==> src/rtl/mmio_fifo_pkg.sv <==
// Shared register map and bit positions for the MMIO transmit FIFO responder.
package mmio_fifo_pkg;
  typedef enum logic [1:0] {
    REG_TXDATA = 2'd0,
    REG_STATUS = 2'd1,
    REG_CTRL   = 2'd2,
    REG_THRESH = 2'd3
  } reg_e;

  localparam int ST_EMPTY = 0;
  localparam int ST_FULL  = 1;
  localparam int ST_OVF   = 2;
  localparam int ST_BADW  = 3;
  localparam int ST_CNT   = 8;

  localparam int CTRL_FLUSH = 0;
  localparam int CTRL_CLR   = 1;
  localparam int CTRL_OUTEN = 2;

  localparam logic [3:0] WORD_STRB_FULL = 4'b1111;
endpackage

==> src/rtl/mmio_fifo_responder_if.sv <==
// CPU data-port bus plus outbound stream and interrupt of the MMIO FIFO responder.
interface mmio_fifo_responder_if #(parameter int DATA_W = 32);
  logic              sel_i;
  logic [3:0]        we_i;
  logic [31:0]       addr_i;
  logic [DATA_W-1:0] wdata_i;
  logic [DATA_W-1:0] rdata_o;
  logic              m_valid_o;
  logic [DATA_W-1:0] m_data_o;
  logic              m_ready_i;
  logic              irq_o;

  modport slave  (input  sel_i, we_i, addr_i, wdata_i, m_ready_i,
                  output rdata_o, m_valid_o, m_data_o, irq_o);
  modport master (output sel_i, we_i, addr_i, wdata_i, m_ready_i,
                  input  rdata_o, m_valid_o, m_data_o, irq_o);
endinterface

==> src/rtl/mmio_fifo_responder_sync_fifo.sv <==
// Show-ahead synchronous FIFO; callers present only legal push/pop requests.
module sync_fifo #(
  parameter  int DEPTH  = 16,
  parameter  int DATA_W = 32,
  localparam int CNT_W  = $clog2(DEPTH) + 1,
  localparam int AW     = $clog2(DEPTH)
) (
  input  logic              clk,
  input  logic              reset,
  input  logic              push_i,
  input  logic              pop_i,
  input  logic              flush_i,
  input  logic [DATA_W-1:0] din_i,
  output logic [DATA_W-1:0] head_o,
  output logic              full_o,
  output logic              empty_o,
  output logic [CNT_W-1:0]  count_o
);
  logic [DATA_W-1:0] mem_q [DEPTH];
  logic [AW-1:0]     wptr_q, wptr_d, rptr_q, rptr_d;
  logic [CNT_W-1:0]  cnt_q, cnt_d;

  always_comb begin
    wptr_d = wptr_q;
    rptr_d = rptr_q;
    cnt_d  = cnt_q;
    if (flush_i) begin
      wptr_d = '0;
      rptr_d = '0;
      cnt_d  = '0;
    end else begin
      if (push_i) wptr_d = wptr_q + AW'(1);
      if (pop_i)  rptr_d = rptr_q + AW'(1);
      if (push_i && !pop_i) cnt_d = cnt_q + CNT_W'(1);
      if (!push_i && pop_i) cnt_d = cnt_q - CNT_W'(1);
    end
  end

  always_ff @(posedge clk or negedge reset) begin
    if (!reset) begin
      wptr_q <= '0;
      rptr_q <= '0;
      cnt_q  <= '0;
    end else begin
      wptr_q <= wptr_d;
      rptr_q <= rptr_d;
      cnt_q  <= cnt_d;
    end
  end

  // Storage needs no reset: the count alone defines which entries are live.
  always_ff @(posedge clk) begin
    if (push_i && !flush_i) mem_q[wptr_q] <= din_i;
  end

  assign head_o  = mem_q[rptr_q];
  assign count_o = cnt_q;
  assign full_o  = (cnt_q == CNT_W'(DEPTH));
  assign empty_o = (cnt_q == '0);
endmodule

==> src/rtl/mmio_fifo_responder.sv <==
// CPU-side transmit FIFO behind the data-memory port; register decode, sticky status, irq.
// Define MMIO_FIFO_WATERMARK_EN to build the THRESH register and low-water irq_o.
module mmio_fifo_responder
  import mmio_fifo_pkg::*;
#(
  parameter  int DEPTH  = 16,
  parameter  int DATA_W = 32,
  localparam int CNT_W  = $clog2(DEPTH) + 1
) (
  input  logic                  clk,
  input  logic                  reset,
  mmio_fifo_responder_if.slave  bus
);
  reg_e              rsel;
  logic              wr, ctrl_wr, push_req, push, pop, flush, clr, ovf_set, bw_set;
  logic              full, empty;
  logic [CNT_W-1:0]  count;
  logic [DATA_W-1:0] head;
  logic              out_en_q, out_en_d, ovf_q, ovf_d, bw_q, bw_d;
  logic [DATA_W-1:0] rdata_q, rdata_d;
  logic              unused_addr;

  assign unused_addr = ^{bus.addr_i[31:4], bus.addr_i[1:0]};
  assign rsel     = reg_e'(bus.addr_i[3:2]);
  assign wr       = bus.sel_i && (bus.we_i != 4'b0000);
  assign push_req = wr && (rsel == REG_TXDATA) && (bus.we_i == WORD_STRB_FULL);
  assign bw_set   = wr && (rsel == REG_TXDATA) && (bus.we_i != WORD_STRB_FULL);
  assign ctrl_wr  = wr && (rsel == REG_CTRL) && bus.we_i[0];
  assign flush    = ctrl_wr && bus.wdata_i[CTRL_FLUSH];
  assign clr      = ctrl_wr && bus.wdata_i[CTRL_CLR];
  assign out_en_d = ctrl_wr ? bus.wdata_i[CTRL_OUTEN] : out_en_q;

  assign bus.m_valid_o = out_en_q && !empty;
  assign bus.m_data_o  = head;

  // A flush swallows same-cycle traffic; a pop frees the slot a full-FIFO push needs.
  assign pop     = bus.m_valid_o && bus.m_ready_i && !flush;
  assign push    = push_req && (!full || pop) && !flush;
  assign ovf_set = push_req && full && !pop && !flush;
  assign ovf_d   = (ovf_q && !clr) || ovf_set;
  assign bw_d    = (bw_q && !clr) || bw_set;

  sync_fifo #(.DEPTH(DEPTH), .DATA_W(DATA_W)) u_fifo (
    .clk(clk), .reset(reset),
    .push_i(push), .pop_i(pop), .flush_i(flush), .din_i(bus.wdata_i),
    .head_o(head), .full_o(full), .empty_o(empty), .count_o(count)
  );

`ifdef MMIO_FIFO_WATERMARK_EN
  logic [CNT_W-1:0] thresh_q, thresh_d;
  logic             irq_q;

  always_comb begin
    thresh_d = thresh_q;
    if (wr && (rsel == REG_THRESH))
      for (int b = 0; b < CNT_W; b++)
        if (bus.we_i[b/8]) thresh_d[b] = bus.wdata_i[b];
  end

  always_ff @(posedge clk or negedge reset) begin
    if (!reset) begin
      thresh_q <= '0;
      irq_q    <= 1'b0;
    end else begin
      thresh_q <= thresh_d;
      irq_q    <= (count < thresh_q) && out_en_q;
    end
  end
  assign bus.irq_o = irq_q;
`else
  assign bus.irq_o = 1'b0;
`endif

  // Read data reflects state before this cycle's writes.
  always_comb begin
    rdata_d = '0;
    if (bus.sel_i) begin
      case (rsel)
        REG_STATUS: begin
          rdata_d[ST_EMPTY]         = empty;
          rdata_d[ST_FULL]          = full;
          rdata_d[ST_OVF]           = ovf_q;
          rdata_d[ST_BADW]          = bw_q;
          rdata_d[ST_CNT +: CNT_W]  = count;
        end
        REG_CTRL: rdata_d[CTRL_OUTEN] = out_en_q;
`ifdef MMIO_FIFO_WATERMARK_EN
        REG_THRESH: rdata_d[CNT_W-1:0] = thresh_q;
`endif
        default: rdata_d = '0;
      endcase
    end
  end

  always_ff @(posedge clk or negedge reset) begin
    if (!reset) begin
      out_en_q <= 1'b0;
      ovf_q    <= 1'b0;
      bw_q     <= 1'b0;
      rdata_q  <= '0;
    end else begin
      out_en_q <= out_en_d;
      ovf_q    <= ovf_d;
      bw_q     <= bw_d;
      rdata_q  <= rdata_d;
    end
  end
  assign bus.rdata_o = rdata_q;
endmodule
==> src/flat_wrapper.sv <==
// flat-port wrapper written by rule: the top's interface ports become plain ports
module mmio_fifo_responder_flat import mmio_fifo_pkg::*;
#(
  parameter  int DEPTH  = 16,
  parameter  int DATA_W = 32,
  localparam int CNT_W  = $clog2(DEPTH) + 1
)
  (clk, reset, bus_sel_i, bus_we_i, bus_addr_i, bus_wdata_i, bus_m_ready_i, bus_rdata_o, bus_m_valid_o, bus_m_data_o, bus_irq_o);
  mmio_fifo_responder_if #(.DATA_W(DATA_W)) bus_i ();
  input  logic clk;
  input  logic reset;
  input wire logic [$bits(bus_i.sel_i)-1:0] bus_sel_i;
  input wire logic [$bits(bus_i.we_i)-1:0] bus_we_i;
  input wire logic [$bits(bus_i.addr_i)-1:0] bus_addr_i;
  input wire logic [$bits(bus_i.wdata_i)-1:0] bus_wdata_i;
  input wire logic [$bits(bus_i.m_ready_i)-1:0] bus_m_ready_i;
  output wire logic [$bits(bus_i.rdata_o)-1:0] bus_rdata_o;
  output wire logic [$bits(bus_i.m_valid_o)-1:0] bus_m_valid_o;
  output wire logic [$bits(bus_i.m_data_o)-1:0] bus_m_data_o;
  output wire logic [$bits(bus_i.irq_o)-1:0] bus_irq_o;
  assign bus_i.sel_i = bus_sel_i;
  assign bus_i.we_i = bus_we_i;
  assign bus_i.addr_i = bus_addr_i;
  assign bus_i.wdata_i = bus_wdata_i;
  assign bus_i.m_ready_i = bus_m_ready_i;
  assign bus_rdata_o = bus_i.rdata_o;
  assign bus_m_valid_o = bus_i.m_valid_o;
  assign bus_m_data_o = bus_i.m_data_o;
  assign bus_irq_o = bus_i.irq_o;
  mmio_fifo_responder #(.DEPTH(DEPTH), .DATA_W(DATA_W)) u_core (.clk(clk), .reset(reset), .bus(bus_i));
endmodule
==> config.mk <==
export PLATFORM = sky130hd
export DESIGN_NAME = mmio_fifo_responder_flat
export DESIGN_NICKNAME = d
export VERILOG_FILES = /design/src/rtl/mmio_fifo_pkg.sv /design/src/rtl/mmio_fifo_responder_if.sv /design/src/rtl/mmio_fifo_responder_sync_fifo.sv /design/src/rtl/mmio_fifo_responder.sv /design/src/flat_wrapper.sv
export SDC_FILE = /design/constraint.sdc
export NUM_CORES = 1
export LEC_CHECK = 0
export ABC_AREA = 1
export ABC_CLOCK_PERIOD_IN_PS = 3700
export BUFFER_PORTS_ARGS = -buffer_cell sky130_fd_sc_hd__buf_4
export CAP_MARGIN = 20
export CORE_MARGIN = 1
export CORE_UTILIZATION = 40
export DETAILED_ROUTE_END_ITERATION = 8
export PLACE_DENSITY = 0.65
export SETUP_SLACK_MARGIN = 0.5
export SLEW_MARGIN = 20
export SYNTH_ARGS = -nofsm -noshare
export SYNTH_HDL_FRONTEND = slang
export SYNTH_SLANG_ARGS = --single-unit
==> constraint.sdc <==
create_clock -name clk -period 3.7 [get_ports clk]
set_input_delay 0.185 -clock clk [delete_from_list [all_inputs] [get_ports clk]]
set_output_delay 0.185 -clock clk [all_outputs]
set_load 0.02 [all_outputs]
==> metrics.cfg <==
[run_status]
run_status = complete, no violations

[timing]
timing.fmax_mhz = 332
hold_viol = 0
worst_pin_slew_ns = 1.10
min_period_ns = 3.01
fin_crit_sh = 0.813
final-setup-viol-count = 0
report.final.slew_viol_count = 0
relSlewSlack = 0.265
rsz0062_at_grt = no
fin_worst_skew_ns = 0.0119

[worst_setup_path]
crit_path_end_kind = primary output
critPathBufInv = 3
reg2reg_slack_ns = 1.16
crit_chain = clkinv_2 -> buf_4 -> o21ai_0 -> o22ai_1 -> o211ai_1 -> nand2_1 -> buf_4
worstPathArrival_ns = 2.82
critPathLaunchType = flip-flop
crit_slowest_cell = sky130_fd_sc_hd__dfrtp_4
critical_path.reg2reg.startpoint = u_core.u_fifo.count_o[1]
critPathTopFamily = buffers and inverters
crit_path_max_incr_delay_ns = 0.68
timing.critical_path.required_ns = 3.51
worst_path_most_repeated_cell = sky130_fd_sc_hd__buf_4
ff2ff_path_depth = 13
timing.setup.critical_path_class = reg2out
cp.depth = 7
path_max_fanout = 25
timing.rr.end = u_core.u_fifo.count_o[4]

[global_routing]
largest_net_degree_at_the_start_of_global_routing = 112
wire_length_of_the_first_global_routing_pass_um = 77000
grt_antenna_before_repair = 1
grt_remaining_overflow = 0
via_count_of_the_first_global_routing_pass = 13200
grt.total_usage = 0.186

[placed_design]
number_of_buffers_added_on_ports = 83
gpl.final_weighted_congestion = 0.748
hpwl_um = 25700
post-place-cells = 2336

[power]
cellInternalPower_w = 0.0116
seqPwrFrac = 0.384
switchingPower_w = 0.00629
swShare = 0.351
power_density_nw_per_um2 = 718
clock_network_fraction_of_total_power = 0.282
combPwrFrac = 0.334
vdd_ir_drop_max_mv = 0.391
leakage_nw = 8.34

[cts]
clock_tree_from_tritoncts = done
clock-root-buffer = sky130_fd_sc_hd__clkbuf_16
cts_max_path_buffers = 3
cts_max_level = 2
cts.reportedPaths.clkPinSlew_ns = 0.06
clock-sinks = 537
worstSkewPairLatency_ns = 0.58
cts-buffers-inserted = 51

[synthesis]
postSynthCellCount = 1631
synth-edff-count = 512
yosys-top-cells-area = sky130_fd_sc_hd__edfxtp_1 71%, sky130_fd_sc_hd__nor2_1 5.9%, sky130_fd_sc_hd__o21ai_0 4.9%
synth.top_cells.by_count = 512 x sky130_fd_sc_hd__edfxtp_1, 339 x sky130_fd_sc_hd__nor2_1, 210 x sky130_fd_sc_hd__o21ai_0
synthesis.yosys.warnings = 0
ys_seq_area_frac = 0.741
synth.largest_area_cell = sky130_fd_sc_hd__edfxtp_1
synth_top_flop_cell = sky130_fd_sc_hd__edfxtp_1
ys_seq_elements = 537
synthDominantCellAreaShare = 0.712
ys_async_sr_fraction = 0.0466
synth.most_common_cell = sky130_fd_sc_hd__edfxtp_1
synthesis.area_sq_um = 21600
synthesized_area_divided_by_synthesized_cell_count_sq_um = 13.2
synth_cell_type_count = 31

[final_layout]
final_cells = 2469
post_route_cells_drive_above_1_share = 0.128
flow.area_growth_from_synthesis_pct = 15.7
final_util = 0.472
number_of_nets_in_the_layout = 1824

[die]
die_span_y_um = 234
die_area_sq_um = 54900
core_region_area_sq_um = 53000
rows = 84
die-width_um = 234
ioPinCount = 138
starting_utilization_of_the_core_area = 0.408

[hold_path]
timing.hold.worst.class = in2reg
min_delay_worst_endpoint = u_core.bw_q
worstHoldPathCells = 4
worstHoldStart = bus_we_i[2]

[route]
totalWireLength_um = 51800
first_pass_iters = 5
route.detailed.wl_per_inst_um = 21.0
ant_nets = 0
route.detailed.vias_per_inst = 5.47
route.vias.total = 13500
post_route_drc = 0
detailedRoute.firstIterationViolations = 1282

[job]
drv_cap = 0

## per-layer routing
layer,vias up,track usage,part of all wire
met5,-,0,0
met4,0,0.0655,0.031
met3,115,0.0269,0.060
met2,449,0.319,0.49
met1,6719,0.242,0.42
li1,6214,-,-
## cell usage in the layout, fill, tap and decap left out, types with 16 or more instances in the layout
cell type	instances
sky130_fd_sc_hd__edfxtp_1	512
sky130_fd_sc_hd__nor2_1	339
sky130_fd_sc_hd__o21ai_0	210
sky130_fd_sc_hd__o211ai_1	129
sky130_fd_sc_hd__buf_4	115
sky130_fd_sc_hd__nand2_1	65
sky130_fd_sc_hd__o22ai_1	64
sky130_fd_sc_hd__o21ai_1	52
sky130_fd_sc_hd__clkbuf_16	51
sky130_fd_sc_hd__dlygate4sd3_1	35
sky130_fd_sc_hd__inv_1	31
sky130_fd_sc_hd__conb_1	24
sky130_fd_sc_hd__dfrtp_1	22
sky130_fd_sc_hd__nand3_1	17
sky130_fd_sc_hd__nor3_2	16
## state kept, by name (all words and copies together), names as in the netlist
register,flops
u_core.u_fifo.count_o,5
u_core.u_fifo.wptr_q,4
u_core.bw_q,1
u_core.out_en_q,1
u_core.u_fifo.rptr_q,4
u_core.u_fifo.mem_q,512
u_core.bus.rdata_o,9
u_core.ovf_q,1
## kinds of logic (layout without fill, tap and decap cells)
kind of cell	Yosys count	after routing	share of synthesized area
flip-flops	537	537	0.741
AO/OA/AOI/OAI	464	464	0.126
AND/OR/NAND/NOR	442	442	0.0797
buffers and inverters	167	292	0.0424
adder cells (fa/ha/maj)	13	13	0.00788
XOR/XNOR	7	7	0.00284
other	1	26	0.000174
## worst reg2reg max path: stages (launching register included)
cell and delay [ns]:
sky130_fd_sc_hd__dfrtp_1 0.41, sky130_fd_sc_hd__nor2_1 0.18, sky130_fd_sc_hd__nand3_2 0.12, sky130_fd_sc_hd__nand2_1 0.09, sky130_fd_sc_hd__nor2_1 0.05, sky130_fd_sc_hd__nand2_1 0.08
sky130_fd_sc_hd__nand2_2 0.13, sky130_fd_sc_hd__nand2_2 0.09, sky130_fd_sc_hd__ha_1 0.27, sky130_fd_sc_hd__inv_1 0.09, sky130_fd_sc_hd__fa_1 0.42, sky130_fd_sc_hd__o21ai_0 0.24
sky130_fd_sc_hd__xor2_1 0.17, sky130_fd_sc_hd__a21oi_1 0.08
## how the worst max path moves through the flow
| stage | from | to | slack, ns |
|---|---|---|---|
| 6_report | u_core.u_fifo.rptr_q[1] | bus_m_data_o[0] | 0.69 |
| 2_1_floorplan | bus_addr_i[2] | u_core.u_fifo.mem_q[10][0] | -0.11 |
| 4_1_cts | u_core.u_fifo.rptr_q[0] | bus_m_data_o[12] | 0.55 |
| 3_5_place_dp | bus_addr_i[2] | u_core.u_fifo.count_o[4] | 0.67 |
| 3_3_place_gp | bus_addr_i[2] | u_core.u_fifo.count_o[4] | 0.75 |
| 5_1_grt | u_core.u_fifo.rptr_q[1] | bus_m_data_o[0] | 0.58 |
## cell type report
cell class                 count  area [sq um]
antenna                        2          5.00
tap                          688           861
fill                        4561         28000
multi-input combinational    950          4860
clock buffer                  65          1330
timing repair buffer         164          1500
inverter                      35           148
sequential                   537         16000
clock inverter                28           284
## per-stage QoR
step           setup TNS [ns]  worst slack, ns  area, sq um  hold WS, ns  total power (W)
2_1_floorplan          -30.47           -0.106        21700       -0.111           0.0110
3_3_place_gp                0            0.752        22900        0.106           0.0127
3_5_place_dp                0            0.667        22900        0.106           0.0128
4_1_cts                     0            0.554        24900      0.00249           0.0180
5_1_grt                     0            0.580        25000       0.0418           0.0188
6_report                    0            0.690        25000       0.0372           0.0179
## power groups by stage
| stage | logic, W | clock network (W) | registers (W) |
|---|---|---|---|
| after CTS | 0.00590 | 0.00513 | 0.00692 |
| after global placement | 0.00562 | 0 | 0.00704 |
| final | 0.00598 | 0.00506 | 0.00689 |
| after global routing | 0.00658 | 0.00535 | 0.00690 |
| after floorplan | 0.00411 | 0 | 0.00689 |
| after detailed placement | 0.00573 | 0 | 0.00704 |
## repair_timing
item | CTS | global route
cloned | 1 | 0
hold buffers | 35 | 0
hold endpoints to repair | 540 | 0
gates resized for setup | 3 | 4
setup endpoints to repair | 14 | 12
buffers inserted | 0 | 2
Power figures use the tool's default switching activity.
